**src/rtl/uart_tx_arbiter.sv**
```systemverilog
// uart_tx_arbiter: round-robin share of one 8N1 UART transmitter.
// Define UART_ARB_TAG_EN to send a tag byte before each message.
module uart_tx_arbiter #(
  parameter int          NREQ     = 4,
  parameter logic [7:0]  TAG_BASE = 8'h30
) (
  input  logic              clk,
  input  logic              rst_n,
  input  logic [NREQ-1:0]   req,
  input  logic [8*NREQ-1:0] req_data,
  input  logic [NREQ-1:0]   req_last,
  output logic [NREQ-1:0]   ack,
  output logic [2:0]        grant_id,
  output logic              busy,
  output logic              tx_send,
  output logic [7:0]        tx_byte,
  input  logic              tx_done
);

`ifdef UART_ARB_TAG_EN
  typedef enum logic [1:0] {
    S_IDLE, S_TAG, S_LOAD, S_WAIT
  } state_e;
`else
  typedef enum logic [1:0] {
    S_IDLE, S_LOAD, S_WAIT
  } state_e;
  logic unused_tag;
  assign unused_tag = ^TAG_BASE;
`endif

  state_e          state_q, state_d;
  logic [2:0]      ptr_q, ptr_d;
  logic [2:0]      grant_q, grant_d;
  logic            last_q, last_d;
  logic [NREQ-1:0] ack_q, ack_d;
  logic            send_q, send_d;
  logic [7:0]      byte_q, byte_d;
  logic            busy_q, busy_d;

  logic            sel_req;
  logic [7:0]      sel_data;
  logic            sel_last;
  logic [NREQ-1:0] sel_oh;
  logic            win_ok;
  logic [2:0]      win_id;
  logic [3:0]      idx;

  // Holder's request lines and the next round-robin winner after ptr.
  always_comb begin
    sel_req  = 1'b0;
    sel_data = 8'h00;
    sel_last = 1'b0;
    sel_oh   = '0;
    win_ok   = 1'b0;
    win_id   = 3'd0;
    idx      = 4'd0;
    for (int i = 0; i < NREQ; i++) begin
      if (grant_q == 3'(i)) begin
        sel_req   = req[i];
        sel_data  = req_data[8*i +: 8];
        sel_last  = req_last[i];
        sel_oh[i] = 1'b1;
      end
    end
    for (int k = NREQ; k >= 1; k--) begin
      idx = {1'b0, ptr_q} + 4'(k);
      if (idx >= 4'(NREQ)) begin
        idx = idx - 4'(NREQ);
      end
      for (int j = 0; j < NREQ; j++) begin
        if (idx == 4'(j) && req[j]) begin
          win_ok = 1'b1;
          win_id = 3'(j);
        end
      end
    end
  end

  // Next state and next values of every registered output.
  always_comb begin
    state_d = state_q;
    ptr_d   = ptr_q;
    grant_d = grant_q;
    last_d  = last_q;
    byte_d  = byte_q;
    ack_d   = '0;
    send_d  = 1'b0;
    unique case (state_q)
      S_IDLE: begin
        if (win_ok) begin
          grant_d = win_id;
`ifdef UART_ARB_TAG_EN
          state_d = S_TAG;
`else
          state_d = S_LOAD;
`endif
        end
      end
`ifdef UART_ARB_TAG_EN
      S_TAG: begin
        byte_d  = TAG_BASE + {5'd0, grant_q};
        send_d  = 1'b1;
        last_d  = 1'b0;
        state_d = S_WAIT;
      end
`endif
      S_LOAD: begin
        if (sel_req) begin
          byte_d  = sel_data;
          send_d  = 1'b1;
          ack_d   = sel_oh;
          last_d  = sel_last;
          state_d = S_WAIT;
        end else begin
          ptr_d   = grant_q;
          state_d = S_IDLE;
        end
      end
      S_WAIT: begin
        if (tx_done) begin
          if (last_q) begin
            ptr_d   = grant_q;
            state_d = S_IDLE;
          end else begin
            state_d = S_LOAD;
          end
        end
      end
      default: state_d = S_IDLE;
    endcase
    busy_d = (state_d != S_IDLE);
  end

  // State and output registers.
  always_ff @(posedge clk or negedge rst_n) begin
    if (!rst_n) begin
      state_q <= S_IDLE;
      ptr_q   <= 3'(NREQ-1);
      grant_q <= 3'd0;
      last_q  <= 1'b0;
      ack_q   <= '0;
      send_q  <= 1'b0;
      byte_q  <= 8'h00;
      busy_q  <= 1'b0;
    end else begin
      state_q <= state_d;
      ptr_q   <= ptr_d;
      grant_q <= grant_d;
      last_q  <= last_d;
      ack_q   <= ack_d;
      send_q  <= send_d;
      byte_q  <= byte_d;
      busy_q  <= busy_d;
    end
  end

  assign ack      = ack_q;
  assign grant_id = grant_q;
  assign busy     = busy_q;
  assign tx_send  = send_q;
  assign tx_byte  = byte_q;

endmodule

```
**config.mk**
```make
export PLATFORM = sky130hd
export DESIGN_NAME = uart_tx_arbiter
export DESIGN_NICKNAME = d
export VERILOG_FILES = /design/src/rtl/uart_tx_arbiter.sv
export SDC_FILE = /design/constraint.sdc
export NUM_CORES = 1
export LEC_CHECK = 0
export ABC_AREA = 0
export BUFFER_PORTS_ARGS = -buffer_cell sky130_fd_sc_hd__clkbuf_2
export CORE_MARGIN = 2
export CORE_UTILIZATION = 49
export CTS_CLUSTER_SIZE = 25
export DETAILED_ROUTE_END_ITERATION = 7
export PLACE_DENSITY = 0.89
export SLEW_MARGIN = 20
export SYNTH_ARGS = -nofsm -noshare
export SYNTH_HDL_FRONTEND = slang
export SYNTH_SLANG_ARGS = --single-unit
```
**constraint.sdc**
```tcl
create_clock -name clk -period 2.9 [get_ports clk]
set_clock_uncertainty 0.2 [all_clocks]
set_input_delay 0.725 -clock clk [delete_from_list [all_inputs] [get_ports clk]]
set_output_delay 0.725 -clock clk [all_outputs]
set_load 0.005 [all_outputs]
```
# Word-level counts from Yosys, hierarchy flattened
# Index checks and enable logic that the tools add are counted.
# word_totals
n_memories,0
register_bits,23
ram_bits,0
out_inout_bits,17
input_bits,43
rom_bits,0
elab_cells,131
latchBits,0
# classes
mul,0
bitwise_logic,0
eq_ne,20
magnitude_cmp,4
addsub,8
shifts,0
mux,64
n_div,0
n_reduce_logical,27
# op_table
operator,count
$mux W3,17
$eq A4 B2 Y1 const B,8
$mux W1,32
$mux W8,4
$mux W4,6
$eq A4 B1 Y1 const B,4
$ge A4 B3 Y1 const B,4
$logic_and A1 B1 Y1,16
$logic_not A4 Y1,4
$sub A4 B3 Y4 const B,4
$add A3 B2 Y4 const B,2
$eq A3 B2 Y1 const B,2
$mux W2,3
$ne A2 B2 Y1 const B,3
$pmux W2 S3,1
$pmux W3 S2,1
$add A3 B1 Y4 const B,1
$add A3 B3 Y4 const B,1
$reduce_and A2 Y1,2
$reduce_and A4 Y1,1
$reduce_bool A2 Y1,2
$eq A3 B1 Y1 const B,1
$logic_not A3 Y1,1
$eq A2 B1 Y1 const B,1
2 further kinds,2

# Depth between registers and ports, before layout
# Gate-level depths: netlist of run 1.
# logic_depth
word_depth,24
ltp_mapped,6
ltp_nobuf,4

# Least setup slack after synthesis of run 1
# OpenSTA, ideal clock, no wires.
# synth_timing
path_kind,input port to flip-flop
from,in req[0]
to,reg last_q
setup_ns,0.125
arrival_time_ns,1.651
path_slack_ns,0.924
required_time_ns,2.575
path_stages,4
n_path_buf,1
path_cell_list,mux2_4 o211ai_4 buf_12 mux2_4
# synth_via
elab_chain_cells,5
# synth_lines
item,line,text
start: declaration,9,"input logic [NREQ-1:0] req,"
$mux W1 (4 in series),59,if (grant_q == 3'(i)) begin
$reduce_and A2 Y1 (no line),n/a,
end signal: assignment,150,last_q <= last_d;
end: declaration,35,"logic last_q, last_d;"
# Every way passes these cells.
# A chain may end at the register's enable or synchronous reset.

# Worst setup path after layout of run 1
# layout_timing
from,reg grant_q[1] (netlist: grant_id[1])
to,out grant_id[1]
# layout_rtl
item,line,text
start: declaration,34,"logic [2:0] grant_q, grant_d;"
start signal: assignment,149,grant_q <= grant_d;
end: declaration,13,"output logic [2:0] grant_id,"
# No word-level cell between the ends.

==> results.toml, run 1 <==
[worst_setup_path]
slowest_stage = "dfrtp_1"
crit_type = "flop to output pin"
cp.buffers_inverters = 1
worst_setup_path_start_kind = "flop"
slowest_delay_ns = 0.81
arrival_ns = 1.33
cp_max_fo = 17
cp.required_ns = 1.98
cp_cell_sequence = "clkbuf_2"
endpoint_kind = "output pin"
cpLargestDelayFamily = "flip-flops"

[placed_design]
gp_congestion = 0.772
port_buffers = 58
hpwlAfterDp_mm = 2.07
dpl_cell_area_um2 = 1510

[die]
die_area_um2 = 2960
initial_core_util = 0.511
fp.dieH_um = 54.4
ios = 60
die_w_um = 54.4
core-area_um2 = 2430
rows = 18

[synth]
synthArstFlopShare = 1.00
synthCells = 92
synth_nets = 135
synth.distinct_cells = 31
synth_ff_type = "dfrtp_1"
yosys_register_bits = 21
synth_edf_count = 0
seq_area_frac_synth = 0.425
ys_top_cells_by_area = "dfrtp_1 (38%), mux4_1 (11%), mux2_4 (9.7%)"
yosys_warnings = 0
syn-cell-area_um2 = 1240
yosysTopAreaCell = "dfrtp_1"
synth.top_cell.area_share = 0.382
synth_area_per_cell_um2 = 13.5

[sta]
period_needed_ns = 2.26
slew_violations = 0
max_slew.worst_pin.slew_ns = 0.691
max_freq_mhz = 443
hold_violations = 0
rsz0062_at_grt = "no"
period_share = 0.778
finalSetupViolations = 0
slew_headroom = 0.539
finalSetupTns_ns = 0

[clock_tree]
path_clk_slew_ns = 0.12
clock_sinks = 21
ctsResizeCount = 0
clockRootBuffer = "clkbuf_4"
holdBufCountCts = 0
post_cts_buffers = 0
clk_latency_ns = 0.31
cts_tree = "yes"
clk_path_buf_depth = 2
cts_buffers = 3
cts_htree_levels = 1

[route]
avgRoutedWirePerCell_um = 15.1
firstDrtPassIters = 4
drc = 0
m1WireLength_mm = 1.14
finalWirelength_mm = 2.70
routed.top_layer = "met4"
dr_wl_met3_um = 210
drt_iter0_drc = 16
postRouteAntennaNets = 0
vias = 981
vias_per_cell = 5.48
wl_met2_mm = 1.32

[grt]
grt_pass1_vias = 950
grt.overflow.total = 0
antenna_found_initial = 0
grt_pass1_wl_mm = 4.02
gr-usage-all-layers = 0.194
grt_max_degree = 22

[layout]
final_cell_area_um2 = 1540
fin_nets = 193
synthToLayoutAreaGrowth_pct = 23.8
layout-drive-gt1-share = 0.564
diodes = 0

[pwr]
power_density_nw_per_um2 = 929
leakagePower_nw = 0.789
finalPower_mw = 1.43
peakVddDrop_uv = 562

[flow_run]
max-cap-violations = 0

[hold_path]
min_path_type = "input pin to asynchronous set/reset pin"

[status]
status = "finished, final reports clean"
## metrics by stage
step                hold slack, ns   util  instances  worst slack, ns
detailed placement           0.298  0.622        175            0.587
CTS                          0.181  0.633        179            0.630
global placement             0.296  0.622        175            0.641
floorplan                    0.229      -         92            0.924
finish                       0.160  0.633        179            0.643
global route                 0.201  0.633        179            0.556
## worst reg2reg max path: stages, from the launching register on
cell and delay, ns:
dfrtp_1 0.74, mux2_4 0.37, o211ai_4 0.44, mux2_2 0.39
## cells in the final DEF, fill, tap and decap left out, types with 2 or more instances in the layout
| cell | n |
|---|---|
| nand2b_1 | 2 |
| nor2b_1 | 3 |
| dfstp_2 | 2 |
| mux4_1 | 5 |
| a21oi_1 | 3 |
| mux4_2 | 4 |
| nand2_1 | 7 |
| mux2_4 | 8 |
| nor3b_1 | 2 |
| dfrtp_1 | 19 |
| clkbuf_2 | 58 |
| clkbuf_4 | 3 |
| mux2_2 | 3 |
| nor2_1 | 8 |
| inv_1 | 2 |
| a32o_1 | 2 |
| o21ai_0 | 4 |
## layout make-up
| class | instances | area [um^2] |
|---|---|---|
| multi-input combinational | 63 | 643 |
| fill | 197 | 892 |
| sequential | 21 | 528 |
| clock buffer | 4 | 26.3 |
| inverter | 2 | 7.51 |
| timing repair buffer | 59 | 298 |
| tap | 30 | 37.5 |
## final timing paths
check,start,to,slack (ns),depth (start not counted)
min,rst_n,tx_byte[5]$_DFFE_PN0P_,0.16,1
min in group clk,tx_byte[0]$_DFFE_PN0P_,tx_byte[0]$_DFFE_PN0P_,0.32,1
max in group asynchronous,rst_n,ptr_q[1]$_DFFE_PN1P_,1.98,1
min reg2reg,tx_byte[0]$_DFFE_PN0P_,tx_byte[0]$_DFFE_PN0P_,0.32,1
max reg2reg,grant_id[0]$_DFFE_PN0P_,tx_byte[0]$_DFFE_PN0P_,0.65,3
max,grant_id[1]$_DFFE_PN0P_,grant_id[1],0.64,1
## logic make-up (layout without fill, tap and decap cells)
kind of cell    Yosys count  in the layout  synth area share
compound gates           14             14            0.0895
buf+inv                   8             65            0.0584
other cells               1              1           0.00302
simple gates             27             27             0.115
mux                      21             21             0.310
flops                    21             21             0.425
## where the power goes
part           leakage [nW]  switching [mW]  total [mW]  internal (mW)
Combinational         0.519           0.265       0.701          0.436
Sequential            0.255           0.160       0.588          0.429
Clock                0.0150          0.0892       0.143         0.0537
## Yosys cell counts, types with 3 or more instances
library cell  number
a21oi_1            3
buf_6              3
dfrtp_1           19
mux2_2             3
mux2_4             8
mux4_1             5
mux4_2             4
nand2_1            7
nor2_1             8
nor2b_1            3
o21ai_0            4
## flip-flops by register name (all words and copies together), names as in the netlist
signal / cells
tx_byte: 8
ack: 4
grant_id: 2
ptr_q: 2
state_q: 2
busy: 1
last_q: 1
tx_send: 1
## routing by layer
layer,vias to the layer above,GRT usage
met4,0,0.0750
met1,471,0.229
met2,46,0.351
met5,-,0
met3,6,0.0301
li1,458,-
(Power assumes the default switching activity.)
==> inputs of run 2 (changes only) <==
--- a/config.mk
+++ b/config.mk
@@ -5,13 +5,13 @@
 export SDC_FILE = /design/constraint.sdc
 export NUM_CORES = 1
 export LEC_CHECK = 0
-export ABC_AREA = 0
+export ABC_AREA = 1
 export BUFFER_PORTS_ARGS = -buffer_cell sky130_fd_sc_hd__clkbuf_2
 export CORE_MARGIN = 2
-export CORE_UTILIZATION = 49
+export CORE_UTILIZATION = 42
 export CTS_CLUSTER_SIZE = 25
 export DETAILED_ROUTE_END_ITERATION = 7
-export PLACE_DENSITY = 0.89
+export PLACE_DENSITY = 0.81
 export SLEW_MARGIN = 20
 export SYNTH_ARGS = -nofsm -noshare
 export SYNTH_HDL_FRONTEND = slang
==> constraint.sdc (replaced) <==
create_clock -name clk -period 2 [get_ports clk]
set_clock_uncertainty 0.2 [all_clocks]
set_input_delay 0.5 -clock clk [delete_from_list [all_inputs] [get_ports clk]]
set_output_delay 0.5 -clock clk [all_outputs]
set_load 0.005 [all_outputs]
==> results.toml, run 2 <==
[hold_path]
worstHoldStart = "tx_done"
min_path_type = "input pin to flop"
whs_endpoint = "state_q[0]$_DFF_PN0_"
holdPathStages = 3

[clock_tree]
clk_path_buf_depth = 2
cts_tree = "yes"
path_clk_slew_ns = 0.13
clock_sinks = 21
clk_latency_ns = 0.31
cts_htree_levels = 1
clockRootBuffer = "clkbuf_4"
cts_buffers = 3

[placed_design]
gp_congestion = 0.969
port_buffers = 58
dpl_cell_area_um2 = 1630
hpwlAfterDp_mm = 2.73

[synth]
synthCells = 185
synth_common_cells = "nand2_1 (68), nand3_1 (25), dfrtp_1 (19)"
yosys_register_bits = 21
syn-cell-area_um2 = 1320
synth.distinct_cells = 29
synth_nets = 228
ys_top_cells_by_area = "dfrtp_1 (36%), nand2_1 (19%), nand3_1 (9.5%)"
synth.top_cell.area_share = 0.359
synth_edf_count = 0
seq_area_frac_synth = 0.399
yosys_warnings = 0
synth_ff_type = "dfrtp_1"
yosysTopAreaCell = "dfrtp_1"
synth.most_common_cell = "nand2_1"
synth_area_per_cell_um2 = 7.16
synthArstFlopShare = 1.00

[pwr]
seq_power_share = 0.306
p_comb_frac = 0.610
p_sw_frac = 0.476
leakagePower_nw = 0.961
peakVddDrop_uv = 758
intPower_mw = 1.33
pwr-share-clk = 0.084
power_switching_mw = 1.21
power_density_nw_per_um2 = 1470

[sta]
finalSetupTns_ns = 0
slew_headroom = 0.656
max_freq_mhz = 525
finalSetupViolations = 0
max_slew.worst_pin.slew_ns = 0.516
slew_violations = 0
period_share = 0.953
period_needed_ns = 1.91
hold_violations = 0

[layout]
fin_nets = 293
final_common_cell = "nand2_1"
postLayoutCoreUtil = 0.569
diodes = 0
final_cell_mix = "nand2_1 (68), clkbuf_2 (58), nand3_1 (25)"
nFillCells = 300
layout-drive-gt1-share = 0.337
synthToLayoutAreaGrowth_pct = 30.2
final_cell_area_um2 = 1720
largest_register_ffs = 8

[worst_setup_path]
cpLargestDelayFamily = "simple AND/OR/NAND/NOR gates"
endpoint_kind = "flop"
cp_cell_sequence = "buf_4 -> inv_4 -> nand3_1 -> nand2_1 -> inv_1 -> nand4_1 -> nor3_2 -> nand3b_4 -> nor2_2 -> a21oi_2"
crit_type = "flop to flop"
timing.rr.start = "ptr_q[0]$_DFFE_PN1P_"
slowest_stage = "dfstp_2"
worst_setup_path_start_kind = "flop"
rrSetupSlack_ns = 0.09
cp.buffers_inverters = 3
slowest_delay_ns = 0.60
r2r_end = "grant_id[0]$_DFFE_PN0P_"
cp_max_fo = 4
ff2ff_path_depth = 10
cp.required_ns = 2.06
arrival_ns = 1.96

[die]
die_w_um = 60.1
core-area_um2 = 3030
initial_core_util = 0.437
fp.dieH_um = 60.1
ios = 60
rows = 20
die_area_um2 = 3620

[route]
wl_met2_mm = 1.72
m1WireLength_mm = 1.60
vias_per_cell = 5.13
postRouteAntennaNets = 0
avgRoutedWirePerCell_um = 12.3
vias = 1502
firstDrtPassIters = 4
dr_wl_met3_um = 233
drc = 0
finalWirelength_mm = 3.59
routed.top_layer = "met4"
drt_iter0_drc = 101

[grt]
antenna_found_initial = 0
grt_pass1_wl_mm = 5.71
grt.overflow.total = 0
gr-usage-all-layers = 0.207
grt_pass1_vias = 1257
grt_max_degree = 22

[flow_run]
max-cap-violations = 0

[status]
status = "finished, final reports clean"
-- run 2: changes by cell type after synthesis, sizes merged, moves of 10 or more --
cell,previous run,this run
mux2,11,0
nand3,0,25
nand2,7,70
inv,2,15
nand4,0,10
-- run 2: power by group through the flow --
stage               registers, mW  logic, mW  clock network (mW)
floorplan                   0.746       1.08                   0
global placement            0.799       1.37                   0
finish                      0.776       1.55               0.214
global route                0.796       1.74               0.225
detailed placement          0.804       1.39                   0
CTS                         0.796       1.40               0.210
-- run 2: cells by family after synthesis --
group	synth area share
AO/OA/AOI/OAI	0.0898
buffers and inverters	0.0851
flip-flops	0.399
other	0.00283
AND/OR/NAND/NOR	0.423
-- run 2: per-layer routing --
metal / vias to the layer above / track usage
met1: 693 / 0.288
met5: - / 0
met3: 5 / 0.0195
li1: 744 / -
met2: 60 / 0.334
met4: 0 / 0.0698
-- run 2: per-stage QoR --
step,power (mW),instances,setup WS (ns),hold WS [ns]
floorplan,1.82,185,0.302,0.00441
global placement,2.17,283,0.164,0.262
detailed placement,2.20,283,0.103,0.272
CTS,2.40,288,0.0870,0.270
global route,2.76,293,-0.00261,0.289
finish,2.54,293,0.0949,0.271
-- run 2: worst max-delay path by stage --
stage                                 start                 endpoint  slack [ns]  depth (start not counted)
global placement    grant_id[1]$_DFFE_PN0P_     ptr_q[0]$_DFFE_PN1P_        0.16                          7
CTS                    ptr_q[1]$_DFFE_PN1P_  grant_id[0]$_DFFE_PN0P_        0.09                          9
global route           ptr_q[0]$_DFFE_PN1P_  grant_id[0]$_DFFE_PN0P_      -0.003                         10
finish                 ptr_q[0]$_DFFE_PN1P_  grant_id[0]$_DFFE_PN0P_        0.09                         10
floorplan              ptr_q[0]$_DFFE_PN1P_  grant_id[0]$_DFFE_PN0P_        0.30                         10
detailed placement     ptr_q[1]$_DFFE_PN1P_           busy$_DFF_PN0_        0.10                          8
-- run 2: cell type report --
class / instances / area (um^2) / area share
Clock buffer: 4 / 26.3 / 0.0152
Inverter: 16 / 65.1 / 0.0377
Multi-Input combinational cell: 142 / 683 / 0.396
Sequential cell: 21 / 529 / 0.307
Tap cell: 44 / 55.1 / 0.0319
Timing Repair Buffer: 66 / 365 / 0.212
-- run 2: worst min-delay path, stage by stage --
cell and delay [ns]:
clkbuf_2 0.10, nand3_1 0.10, nand2_1 0.06
-- run 2: repair_timing --
item	CTS	global route
hold buffers	1	0
setup endpoints to repair	0	7
hold endpoints to repair	19	0
gates resized for setup	0	4
setup buffers	0	5
